File: src/rtl/config.sv
// Build-wide configuration for the text memory arbiter; guarded so repeated inclusion is harmless.
`ifndef TEXT_MEM_CONFIG_SV
`define TEXT_MEM_CONFIG_SV
`ifndef TEXT_BITS
`define TEXT_BITS 12
`endif
`endif

File: src/rtl/text_mem_arbiter_pkg.sv
// Shared types for the text memory arbiter: word address and arbitration state.
`include "config.sv"

package text_mem_arbiter_pkg;
  localparam int unsigned ADDR_W = `TEXT_BITS - 2;

  typedef logic [ADDR_W-1:0] word_addr_t;

  typedef enum logic [1:0] {
    IDLE   = 2'd0,
    GNT_IF = 2'd1,
    GNT_D  = 2'd2
  } arb_state_e;
endpackage

File: src/rtl/text_mem_arbiter.sv
// Two-port (fetch / data) read arbiter in front of a single-port text memory.
// Optional fetch anti-starvation enabled by defining TEXT_ARB_FAIR_EN.
`include "config.sv"

module text_mem_arbiter
  import text_mem_arbiter_pkg::*;
#(
  parameter int unsigned STARVE_LIMIT = 4
) (
  input  logic        clock,
  input  logic        reset,
  input  logic        if_req_valid,
  input  word_addr_t  if_req_addr,
  output logic        if_req_ready,
  output logic        if_resp_valid,
  output logic [31:0] if_resp_data,
  input  logic        d_req_valid,
  input  word_addr_t  d_req_addr,
  output logic        d_req_ready,
  output logic        d_resp_valid,
  output logic [31:0] d_resp_data,
  output word_addr_t  mem_address,
  input  logic [31:0] mem_q
);

  if (STARVE_LIMIT < 1) begin : g_bad_limit
    $error("STARVE_LIMIT must be at least 1");
  end

  arb_state_e  state_q, state_d;
  word_addr_t  addr_q, addr_d;
  logic [31:0] if_data_q, if_data_d;
  logic [31:0] d_data_q, d_data_d;
  logic        if_win, d_win, if_acc, d_acc;

`ifdef TEXT_ARB_FAIR_EN
  localparam int unsigned CNT_W = $clog2(STARVE_LIMIT + 1);
  logic [CNT_W-1:0] starve_cnt_q, starve_cnt_d;
`endif

  always_comb begin
    d_win  = d_req_valid;
    if_win = if_req_valid & ~d_req_valid;
`ifdef TEXT_ARB_FAIR_EN
    if (if_req_valid && d_req_valid && (starve_cnt_q == CNT_W'(STARVE_LIMIT))) begin
      d_win  = 1'b0;
      if_win = 1'b1;
    end
`endif
  end

  assign if_req_ready = if_win & ~reset;
  assign d_req_ready  = d_win & ~reset;
  assign if_acc       = if_req_valid & if_req_ready;
  assign d_acc        = d_req_valid & d_req_ready;

  // The memory reads combinationally, so the address must reflect this cycle's winner.
  always_comb begin
    mem_address = addr_q;
    if (reset)       mem_address = '0;
    else if (if_acc) mem_address = if_req_addr;
    else if (d_acc)  mem_address = d_req_addr;
  end

  always_comb begin
    addr_d    = mem_address;
    state_d   = IDLE;
    if_data_d = if_data_q;
    d_data_d  = d_data_q;
    if (if_acc) begin
      state_d   = GNT_IF;
      if_data_d = mem_q;
    end else if (d_acc) begin
      state_d  = GNT_D;
      d_data_d = mem_q;
    end
  end

`ifdef TEXT_ARB_FAIR_EN
  always_comb begin
    starve_cnt_d = starve_cnt_q;
    if (!if_req_valid || if_acc) starve_cnt_d = '0;
    else if (d_acc)              starve_cnt_d = starve_cnt_q + 1'b1;
  end
`endif

  always_ff @(posedge clock) begin
    if (reset) begin
      state_q   <= IDLE;
      addr_q    <= '0;
      if_data_q <= '0;
      d_data_q  <= '0;
`ifdef TEXT_ARB_FAIR_EN
      starve_cnt_q <= '0;
`endif
    end else begin
      state_q   <= state_d;
      addr_q    <= addr_d;
      if_data_q <= if_data_d;
      d_data_q  <= d_data_d;
`ifdef TEXT_ARB_FAIR_EN
      starve_cnt_q <= starve_cnt_d;
`endif
    end
  end

  // Responses are gated by reset so an in-flight grant is dropped in the reset cycle.
  assign if_resp_valid = (state_q == GNT_IF) & ~reset;
  assign d_resp_valid  = (state_q == GNT_D) & ~reset;
  assign if_resp_data  = reset ? '0 : if_data_q;
  assign d_resp_data   = reset ? '0 : d_data_q;

endmodule

File: config.mk
export PLATFORM = sky130hd
export DESIGN_NAME = text_mem_arbiter
export DESIGN_NICKNAME = d
export VERILOG_FILES = /design/src/rtl/text_mem_arbiter_pkg.sv /design/src/rtl/text_mem_arbiter.sv
export VERILOG_INCLUDE_DIRS = /design/src /design/src/rtl
export SDC_FILE = /design/constraint.sdc
export NUM_CORES = 1
export LEC_CHECK = 0
export ABC_AREA = 1
export CAP_MARGIN = 20
export CORE_ASPECT_RATIO = 2
export CORE_MARGIN = 4
export CORE_UTILIZATION = 44
export CTS_BUF_LIST = sky130_fd_sc_hd__clkbuf_8
export CTS_CLUSTER_DIAMETER = 150
export DETAILED_ROUTE_END_ITERATION = 16
export GPL_ROUTABILITY_DRIVEN = 1
export GPL_TIMING_DRIVEN = 0
export PLACE_DENSITY = 0.81
export SYNTH_ARGS = -nofsm -noshare
export SYNTH_HDL_FRONTEND = slang
export SYNTH_SLANG_ARGS = --single-unit
File: constraint.sdc
create_clock -name clock -period 1.15 [get_ports clock]
set_input_delay 0.23 -clock clock [delete_from_list [all_inputs] [get_ports clock]]
set_output_delay 0.23 -clock clock [all_outputs]
set_load 0.01 [all_outputs]
=== Yosys cells after proc, flatten, opt, wreduce, memory -nomap -nowiden ===
Cells that the tools add are included.

* Equality and inequality tests: 2
* Mux-type cells: 7
* Bitwise operators: 10
* Reductions and logical operators: 2

{| class="wikitable"
|+ Operators with widths
! kind !! count
|-
| $mux 32 || 2
|-
| $mux 10 || 3
|-
| $and 1x1->1 || 7
|-
| $not 1->1 || 3
|-
| $eq 2x1->1 const B || 1
|-
| $eq 2x2->1 const B || 1
|-
| $mux 2 || 1
|-
| $reduce_and 2->1 || 1
|-
| $reduce_or 2->1 || 1
|-
| $mux 1 || 1
|}

* Flip-flop bits (word level): 76
* Input port bits: 56
* Output and inout port bits: 78
* Word-level logic and storage cells: 26

=== Logic depth before layout (Yosys ltp) ===
Gate-level depths: netlist of the first run.

* Depth after elaboration: 6
* Depth in mapped cells: 7
* Mapped depth without buffers: 6

=== Worst setup path before layout of the first run ===
OpenSTA, ideal clock, no wires.

* Path kind: input port to output port
* Start point: in reset
* End point: out mem_address[0]
* Arrival time: 0.921 ns
* Data required time: 0.920 ns
* Path slack: -0.001 ns
* Stages on the path: 6
* Buffers on the path: 3
* Path through: buf_2 nor2_4 buf_6 buf_6 nand2_1 nand2_1

* Longest elaborated chain between the ends: 6

{| class="wikitable"
|+ Ends and longest elaborated chain
! element !! line !! text
|-
| start: declaration || text_mem_arbiter.sv:11 || <nowiki>input logic reset,</nowiki>
|-
| $not 1->1 || text_mem_arbiter.sv:52, text_mem_arbiter.sv:53 ||
|-
| $and 1x1->1 || text_mem_arbiter.sv:53 || <nowiki>assign d_req_ready = d_win & ~reset;</nowiki>
|-
| $and 1x1->1 || text_mem_arbiter.sv:55 || <nowiki>assign d_acc = d_req_valid & d_req_ready;</nowiki>
|-
| $mux 10 || text_mem_arbiter.sv:62 || <nowiki>else if (d_acc) mem_address = d_req_addr;</nowiki>
|-
| $mux 10 || text_mem_arbiter.sv:61 || <nowiki>else if (if_acc) mem_address = if_req_addr;</nowiki>
|-
| $mux 10 * || text_mem_arbiter.sv:60 || <nowiki>if (reset) mem_address = '0;</nowiki>
|-
| end: declaration || text_mem_arbiter.sv:22 || <nowiki>output word_addr_t mem_address,</nowiki>
|}

Mark *: on every way between the ends. The rest lies on a longest branch, timed or not.

=== Worst setup path after layout of the first run ===
* Start point: in reset
* End point: out mem_address[6]

Same word-level chain as after synthesis.

==> results of run 1 <==
==> critical path, delay by kind of cell <==
kind | cells | cell delay (ps)
AOI/OAI and AO/OA | 1 | 250
buffers and inverters | 4 | 450
and+or+nand+nor | 2 | 210
==> metrics by stage <==
step	setup TNS, ps	hold slack [ps]	util
after floorplan	0	333	-
after global placement	-107220	464	0.664
after detailed placement	-109010	473	0.664
after CTS	-4310	230	0.715
after global routing	-6830	249	0.788
final	-4670	252	0.788
==> power by group through the flow <==
stage	clock, W	sequential, W	combinational, W
global route	0.00191	0.00288	0.00136
finish	0.00178	0.00287	0.00126
global placement	0	0.00290	0.000961
CTS	0.00180	0.00284	0.00109
detailed placement	0	0.00290	0.000974
floorplan	0	0.00289	0.000441
==> layer usage <==
metal  vias up  track usage  share of wire
met2       122        0.469           0.57
met5         -            0              0
li1       1771            -              -
met3        29       0.0572          0.052
met4         0        0.121          0.035
met1      1629        0.244           0.34
==> cell usage after synthesis, drive strengths merged <==
| cell | instances | area share |
|---|---|---|
| nor3 | 1 | 0.0016 |
| o21ai | 23 | 0.037 |
| dfxtp | 76 | 0.48 |
| a21oi | 1 | 0.0028 |
| nand2 | 232 | 0.28 |
| buf | 19 | 0.037 |
| nor2 | 44 | 0.055 |
| inv | 69 | 0.082 |
| nand3 | 11 | 0.018 |
| clkbuf | 4 | 0.0048 |
==> area by class of cell <==
class,count,area (sq um),area share
buffer,22,209,0.0382
clock buffer,11,151,0.0277
clock inverter,4,17.5,0.00320
inverter,69,277,0.0505
multi-input combinational,313,1610,0.294
sequential,76,1560,0.286
tap,90,113,0.0206
timing repair buffer,170,1530,0.280
==> timing repair <==
| action | CTS | global route |
|---|---|---|
| cloned | 4 | 0 |
| buffers inserted | 15 | 21 |
| pin swaps | 21 | 41 |
| endpoints found under the setup margin | 150 | 78 |
| gates resized for setup | 435 | 143 |
==> sequential cells by signal, summed over array words and instances (netlist names) <==
signal / cells
addr_q: 10
d_data_q: 32
if_data_q: 32
state_q: 2
==> worst paths after layout <==
kind	cells after the start	start	to
setup reg to reg	6	if_data_q[21]	if_data_q[21]
hold / removal	4	if_req_valid	state_q[0]
setup / recovery	7	reset	mem_address[6]
hold reg to reg	2	if_data_q[8]	if_data_q[8]
==> cells by family (layout without fill, tap and decap cells) <==
logic type / Yosys count / after routing / synth area share
compound gates: 24 / 25 / 0.0394
buf+inv: 92 / 276 / 0.124
flops: 76 / 76 / 0.484
simple gates: 288 / 288 / 0.352
==> metrics.md, run 1 <==
| Metric | Value |
|---|---|
| Register area share after synthesis | 0.484 |
| Switching pwr | 0.00162 W |
| Most frequent cells in the layout | 185 x nand2_1, 49 x clkdlybuf4s50_1, 48 x buf_6, 43 x dfxtp_1, 40 x buf_2 |
| Final WL | 11000 um |
| Slew @ Worst Pin | 485 ps |
| Die H | 127 um |
| Period utilisation layout | 1.21 |
| Clock Path Buffers | 2 |
| Worst path cell trace | buf_8, buf_6, buf_6, a21oi_4, nand2_2, nand2_2, buf_6 |
| Die area | approximately 0.0086 sq mm |
| Final Skew | 0 ps |
| Crit path DAT | 1160 ps |
| Static Leak | 2.87 nW |
| ANT cells | 0 |
| Htree depth | 3 |
| Finished Layout Cells | around 760 |
| Detailed placement HPWL | roughly 7000 um |
| Nets | ~700 |
| Vias in the first global route | around 3.5k |
| Maximum vdd ir drop | 0.878 mV |
| Gr ovfl total | 0 |
| Outcome | finished with violations |
| Row count | 43 |
| Syn_area_per_cell | ~6.5 sq um |
| Max_cap viols | 0 |
| Largest net degree at the start of global routing | 12 |
| RSZ-0062 raised after global routing | true |
| Remaining DRCs | 0 |
| Setup ws final | -243 ps |
| DRT Pass-1 Iters | 4 |
| Crit path largest cell delay | between 200 and 300 ps |
| Max-slew violation count | 0 |
| Root Buffer | clkbuf_8 |
| Placed insts | about 700 |
| Failing checks | setup timing |
| Post-synth cell types | 17 |
| Comb pwr share | 0.214 |
| CTS buffer count | 9 |
| Final total power | 0.00592 W |
| Slew HR | 0.676 |
| Min Tclk post-route | 1390 ps |
| Initial antenna violation count | 0 |
| Worst path slowest cell | a21oi_4 |
| Switching Fraction | 0.274 |
| Number of fill cells | 470 |
| Gp weighted congestion | ~0.84 |
| Post-CTS Hold Buffers | 0 |
| Via Count | approximately 3.6k |
| Port Buf Inserts | approximately 130 |
| Post-Syn Area | 0.00314 sq mm |
| First-pass GRT wire length | 16300 um |
| Post-route cell area | 0.00547 sq mm |
| Setup slack, reg-to-reg | between 200 and 300 ps |
| Wire per inst | approximately 15 um |
| Synth Register Bits | 76 |
| Core Area | just under 0.007 sq mm |
| Layout cell share with drive strength beyond 1 | 0.462 |
| Commonest non-fill, non-tap cell in the layout | nand2_1 |
| Dpl ws | -1200 ps |
| FMAX | 0.718 GHz |
| Starting DRC count in detailed routing | 169 |
| IO Count | 134 |
| P_int | between 0.004 and 0.005 W |
| Drt via density | between 4 and 5 |
| CP dominant cell by count | buf_6 |
| ANT nets after route | 0 |
| Seq pwr share | 0.485 |
| Tot GR Track Use | 0.251 |
| Setup crit end kind | output pin |
| Crit path required time | between 900 and 1000 ps |
| PD cells | ~1100 mW/mm^2 |
| Syn Inst Count | 480 |
| Initial Utilization | 0.452 |
| Placed cell area | roughly 0.0046 sq mm |
| Layout area overhead | 74.2% |
| Clock power share | 0.301 |
| Setup Viol. Count Final | 58 |
| CTS tree | built |
| Yosys Warn Count | 0 |
| Clk Latency, worst-skew pair | 340 ps |
| Clk sinks | 76 |
| Post-Syn Nets | between 500 and 600 |
| Die Span X | 67.7 um |
| Final hold violations | 0 |
| HP Class | in -> reg |
| CTS clk-pin slew, worst paths | about 70 ps |
| CP max FO | 5 |
| Startpoint Class | input port |
| WS Path Type | in -> out |
No activity file was read; power rests on OpenSTA's default activity.
==> run 2, diff against run 1 <==
--- a/config.mk
+++ b/config.mk
@@ -17,6 +17,7 @@
 export GPL_ROUTABILITY_DRIVEN = 1
 export GPL_TIMING_DRIVEN = 0
 export PLACE_DENSITY = 0.81
+export REMOVE_ABC_BUFFERS = 1
 export SYNTH_ARGS = -nofsm -noshare
 export SYNTH_HDL_FRONTEND = slang
 export SYNTH_SLANG_ARGS = --single-unit
==> metrics.md, run 2 (same netlist as run 1, synthesis figures left out) <==
| Metric | Value |
|---|---|
| Vias in the first global route | 3290 (was 3474) |
| Tot GR Track Use | 0.239 (was 0.251) |
| Max_cap viols | 0 (unchanged) |
| Outcome | finished with violations (unchanged) |
| Most crowded layer after global routing | met2 (unchanged) |
| Slew HR | 0.672 (was 0.676) |
| Failing checks | setup timing (unchanged) |
| PD cells | 1130 mW/mm^2 (was 1080 mW/mm^2) |
| Clk sinks | 76 (unchanged) |
| FMAX | 0.781 GHz (was 0.718 GHz) |
| End-of-flow core utilization | 0.750 (was 0.788) |
| CTS buffer count | 9 (unchanged) |
| Final WL | 10500 um (was 11000 um) |
| Die H | 127 um (unchanged) |
| Clock power share | 0.315 (was 0.301) |
| Final hold violations | 0 (unchanged) |
| Placed insts | 681 (was 703) |
| Initial antenna violation count | 0 (unchanged) |
| Setup crit end kind | output pin (unchanged) |
| Setup Viol. Count Final | 41 (was 58) |
| Worst path cell trace | nand2_1, nand2_1, nand2_1, nand2_1, buf_2 (was buf_8, buf_6, buf_6, a21oi_4, nand2_2, nand2_2, buf_6) |
| Remaining DRCs | 0 (unchanged) |
| Die area | 0.00864 sq mm (unchanged) |
| Crit path required time | 920 ps (about the same) |
| Min Tclk post-route | 1280 ps (was 1390 ps) |
| GR Layer Usage met2 | 0.448 (was 0.469) |
| Starting DRC count in detailed routing | 158 (was 169) |
| Switching Fraction | 0.268 (was 0.274) |
| Largest net degree at the start of global routing | 34 (was 12) |
| Most frequent cells in the layout | 206 x nand2_1, 52 x buf_2, 42 x inv_1, 42 x clkdlybuf4s50_1, 41 x dfxtp_2 (was 185 x nand2_1, 49 x clkdlybuf4s50_1, 48 x buf_6, 43 x dfxtp_1, 40 x buf_2) |
| Seq pwr share | 0.488 (was 0.485) |
| Via Count | 3431 (was 3551) |
| Slew @ Worst Pin | 490 ps (was 485 ps) |
| CP max FO | 2 (was 5) |
| Post-CTS Hold Buffers | 0 (unchanged) |
| Final Skew | 0 ps (unchanged) |
| Biggest regs | d_data_q x32, if_data_q x32, addr_q x10 (unchanged) |
| Max-slew violation count | 0 (unchanged) |
| Root Buffer | clkbuf_8 (unchanged) |
| CP dominant cell by count | nand2_1 (was buf_6) |
| Layout cell share with drive strength beyond 1 | 0.425 (was 0.462) |
| Post-route cell area | 0.00521 sq mm (was 0.00547 sq mm) |
| Startpoint Class | register (was input port) |
| Switching pwr | 0.00158 W (was 0.00162 W) |
| Commonest non-fill, non-tap cell in the layout | nand2_1 (unchanged) |
| Placed cell area | 0.00448 sq mm (was 0.00461 sq mm) |
| Port Buf Inserts | 133 (unchanged) |
| P_int | 0.00430 W (about the same) |
| Period utilisation layout | 1.11 (was 1.21) |
| Met1 Use GR | 0.241 (was 0.244) |
| Nets | 694 (was 717) |
| Htree depth | 3 (unchanged) |
| Setup ws final | -130 ps (was -243 ps) |
| RSZ-0062 raised after global routing | true (unchanged) |
| Static Leak | 2.78 nW (was 2.87 nW) |
| ANT nets after route | 0 (unchanged) |
| Setup TNS | -1570 ps (was -4670 ps) |
| IO Count | 134 (unchanged) |
| Crit path DAT | 1050 ps (was 1160 ps) |
| CTS clk-pin slew, worst paths | 70 ps (about the same) |
| Comb pwr share | 0.197 (was 0.214) |
| WS Path Type | reg -> out (was in -> out) |
| Initial Utilization | 0.452 (unchanged) |
| ANT cells | 0 (unchanged) |
| GR Layer Usage met3 | 0.0457 (was 0.0572) |
| Die Span X | 67.7 um (unchanged) |
| Clk Latency, worst-skew pair | 340 ps (about the same) |
| CTS tree | built (unchanged) |
| Worst path slowest cell | dfxtp_1 (was a21oi_4) |
| Clock Path Buffers | 2 (unchanged) |
| Maximum vdd ir drop | 1.03 mV (was 0.878 mV) |
| HP Class | in -> reg (unchanged) |
| Row count | 43 (unchanged) |
| Finished Layout Cells | 733 (was 755) |
| WP buf/inv | 1 (was 4) |
| DRT Pass-1 Iters | 4 (unchanged) |
| Gr ovfl total | 0 (unchanged) |
| Detailed placement HPWL | 6020 um (was 6910 um) |
| First-pass GRT wire length | 15500 um (was 16300 um) |
| Drt via density | 4.68 (was 4.70) |
| Wire per inst | 14.3 um (was 14.6 um) |
| Gp weighted congestion | 0.790 (was 0.842) |
| Number of fill cells | 543 (was 470) |
| Final hold slack | 230 ps (was 252 ps) |
| Core Area | 0.00694 sq mm (unchanged) |
| Crit path largest cell delay | 320 ps (was 250 ps) |
| Layout area overhead | 65.9% (was 74.2%) |
| Crit path max-delay family | flip-flops (was buffers and inverters) |
-- run 2: cell types whose count changed in the layout (fill, tap and decap cells not counted), sizes merged --
cell	delta
dlymetal6s2s	-1
bufbuf	+3
inv	+2
clkbuf	-3
clkdlybuf4s15	-6
a21oi	-1
nand2	+3
dlygate4sd2	+8
clkdlybuf4s50	-7
nor2	+1
buf	-21
-- run 2: power by group through the flow --
| stage | logic (W) | clock network, W | registers [W] |
|---|---|---|---|
| floorplan | 0.000378 | 0 | 0.00289 |
| global placement | 0.000912 | 0 | 0.00290 |
| detailed placement | 0.000934 | 0 | 0.00290 |
| CTS | 0.00103 | 0.00189 | 0.00284 |
| global route | 0.00126 | 0.00200 | 0.00289 |
| finish | 0.00116 | 0.00185 | 0.00287 |
-- run 2: worst paths after layout --
path	cells after the start	slack, ps	from	end
max reg2reg	8	40	addr_q[8]	addr_q[8]
max	5	-130	addr_q[8]	mem_address[8]
min reg2reg	2	480	if_data_q[7]	if_data_q[7]
min	4	230	reset	d_data_q[18]
-- run 2: repair_timing --
action                     CTS  global route
gates resized for setup    403           142
pin swaps                   29            37
setup buffers               21             9
cloned                       8             2
setup endpoints to repair  153            93
-- run 2: area by class of cell --
type                            instances  area [sq um]  area share
Inverter                               69           314      0.0603
Tap cell                               90           113      0.0216
Timing Repair inverter                  2          20.0     0.00384
Timing Repair Buffer                  164          1480       0.283
Clock buffer                           12           165      0.0317
Clock inverter                          4          16.3     0.00312
Multi-Input combinational cell        316          1530       0.294
Sequential cell                        76          1570       0.302
-- run 2: layer usage --
| layer | vias up | share of wire | wire [um] |
|---|---|---|---|
| li1 | 1727 | - | - |
| met1 | 1559 | 0.34 | 3620 |
| met2 | 118 | 0.57 | 5970 |
| met3 | 27 | 0.048 | 506 |
| met4 | 0 | 0.037 | 389 |
| met5 | - | 0 | 0 |
-- run 2: through the flow --
stage / total power (W) / worst slack [ps]
2_1_floorplan: 0.00327 / -477
3_3_place_gp: 0.00381 / -3940
3_5_place_dp: 0.00384 / -2560
4_1_cts: 0.00576 / -134
5_1_grt: 0.00614 / -216
6_report: 0.00588 / -130
-- run 2: worst register-to-register path, delay by kind of cell, from the launching register on --
kind	cells	cell delay (ps)
simple gates	4	240
flops	1	320
buf+inv	4	510
==> variant: new RTL, config.mk and constraints of run 2 <==
Re-encode `arb_state_e` (3 states) as one-hot, 3 bits wide.
--- a/src/rtl/text_mem_arbiter_pkg.sv
+++ b/src/rtl/text_mem_arbiter_pkg.sv
@@ -6,10 +6,10 @@
 
   typedef logic [ADDR_W-1:0] word_addr_t;
 
-  typedef enum logic [1:0] {
-    IDLE   = 2'd0,
-    GNT_IF = 2'd1,
-    GNT_D  = 2'd2
+  typedef enum logic [2:0] {
+    IDLE   = 3'b001,
+    GNT_IF = 3'b010,
+    GNT_D  = 3'b100
   } arb_state_e;
 endpackage
 
Formal check against the unedited RTL: no difference found for any inputs over 10 cycles, from zero or initial values and one cycle with reset high; not proved beyond that.
==> variant against run 2 <==
  * The flow still finishes with violations (negative setup slack)
  * Wire length is 15% higher
  * Clock skew unchanged
  * Sequential cell count grew 1
  * Non-clock buffer count increased by 16
  * Area after synthesis increased by 0.80%
  * Worst setup slack lost 0.092 ns
  * Final area up 7.1%
  * Power rose by 5.5%
  * Largest cell class is now multi-input combinational cells
  * Largest power group unchanged
==> variant: results (changes against run 2) <==
* Status: finished with violations
* Failing checks: negative setup slack
* Wire per inst at 16.0 µm (+12%)
* Avg Cell Area, Syn at 6.55 µm² (+0.17%)
* Hold-critical path depth at 4 (unchanged)
* Pre-CTS setup slack at -2.56 ns (+0.000270 ns)
* Top delay family on crit path: buffers and inverters
* Placed insts at 684 (+0.44%)
* Max_slew headroom at 0.697 (+0.0251)
* Via Count at 3,694 (+7.7%)
* LEAKAGE at 2.96 nW (+6.6%)
* Crit-path max FO at 5 (+3)
* Total track usage at 0.266 (+0.0266)
* Final setup margin at -0.222 ns (-0.0918 ns)
* Worst Setup EP: mem_address[4]
* Met3 WL at 711 µm (+41%)
* Worst hold path endpoint: d_data_q[6]
* Worst-case vdd ir drop at 1030 µV (about the same)
* Routing usage on met1 at 0.255 (+0.0143)
* Ratio of cells with drive above 1 in the final layout at 0.490 (+0.0656)
* Global-route wire length before repair at 17,100 µm (+11%)
* WHS at 0.221 ns (-0.00917 ns)
* Path depth of the worst reg2reg path at 4 (-4)
* Slowest cell on crit path: a21oi_4
* Largest regs: d_data_q x32, if_data_q x32, addr_q x10
* 1st-iter DRT viols at 176 (+11%)
* Dpl hpwl at 6210 µm (+3.2%)
* Post-cts sizing count at 432 (+7.2%)
* Initial antenna violation count at 0 (unchanged)
* Post-synth ARST share at 0 (unchanged)
* Wire length on met1 at 3920 µm (+8.5%)
* Critical path type: input pin to output port
* Metal2 WL at 6800 µm (+14%)
* GP Congestion at 0.778 (-1.5%)
* Worst reg2reg path startpoint: if_data_q[15]
* Max incr delay on CP at 0.23 ns (-0.09 ns)
* Clock skew at 0 ns (unchanged)
* Worst R2R Setup Slack at 0.30 ns (+0.26 ns)
* First-pass DRT Iterations at 4 (unchanged)
* M2 GR Usage at 0.498 (+0.0503)
* Final setup vio count at 54 (+32%)
* Synth unique cells at 15 (-2)
* Post-route setup TNS at -3.61 ns (-2.04 ns)
* Fill cell count at 475 (-13%)
* Layout Nets at 714 (+2.9%)
* Crit path DAT at 1.14 ns (+0.09 ns)
* Largest net degree at the start of global routing at 25 (-26%)
* Post-synthesis sequential area ratio at 0.487 (+0.00249)
* Number of global-route vias before repair at 3,599 (+9.4%)
* Grt met3 use at 0.0544 (+0.00865)
* Crit. Startpoint: d_req_valid
* Final Non-Filler Cells at 753 (+2.7%)
* Top cells by area, synth: dfxtp_1 49%, nand2_1 27%, inv_1 7.8%, nor2_1 5.2%, o21ai_0 3.6%
* Compound-Gate Fraction of Synth Area at 0.0391 (-0.000312)
* Reg2reg end: if_data_q[15]
* Post CTS Setup Buffer Count at 25 (+19%)
-- variant: power by group through the flow --
stage               logic [W]  clock network (W)  registers, W
floorplan            0.000377                  0       0.00293
global placement     0.000909                  0       0.00293
detailed placement   0.000932                  0       0.00294
CTS                   0.00109            0.00203       0.00288
global route          0.00139            0.00214       0.00293
finish                0.00129            0.00200       0.00292
-- variant: through the flow --
step	cell area [µm²]	utilization
floorplan	3040	-
global placement	4480	0.640
detailed placement	4510	0.644
CTS	5040	0.720
global route	5580	0.798
finish	5580	0.798
-- variant: layout make-up --
| type | count | share of cell area |
|---|---|---|
| clock buffers | 13 | 0.0321 |
| inverters | 69 | 0.0563 |
| multi-input cells | 318 | 0.300 |
| repair buffers | 180 | 0.298 |
| well taps | 90 | 0.0202 |
| repair inverters | 3 | 0.00516 |
| flip-flops and latches | 77 | 0.285 |
| clock inverters | 3 | 0.00314 |
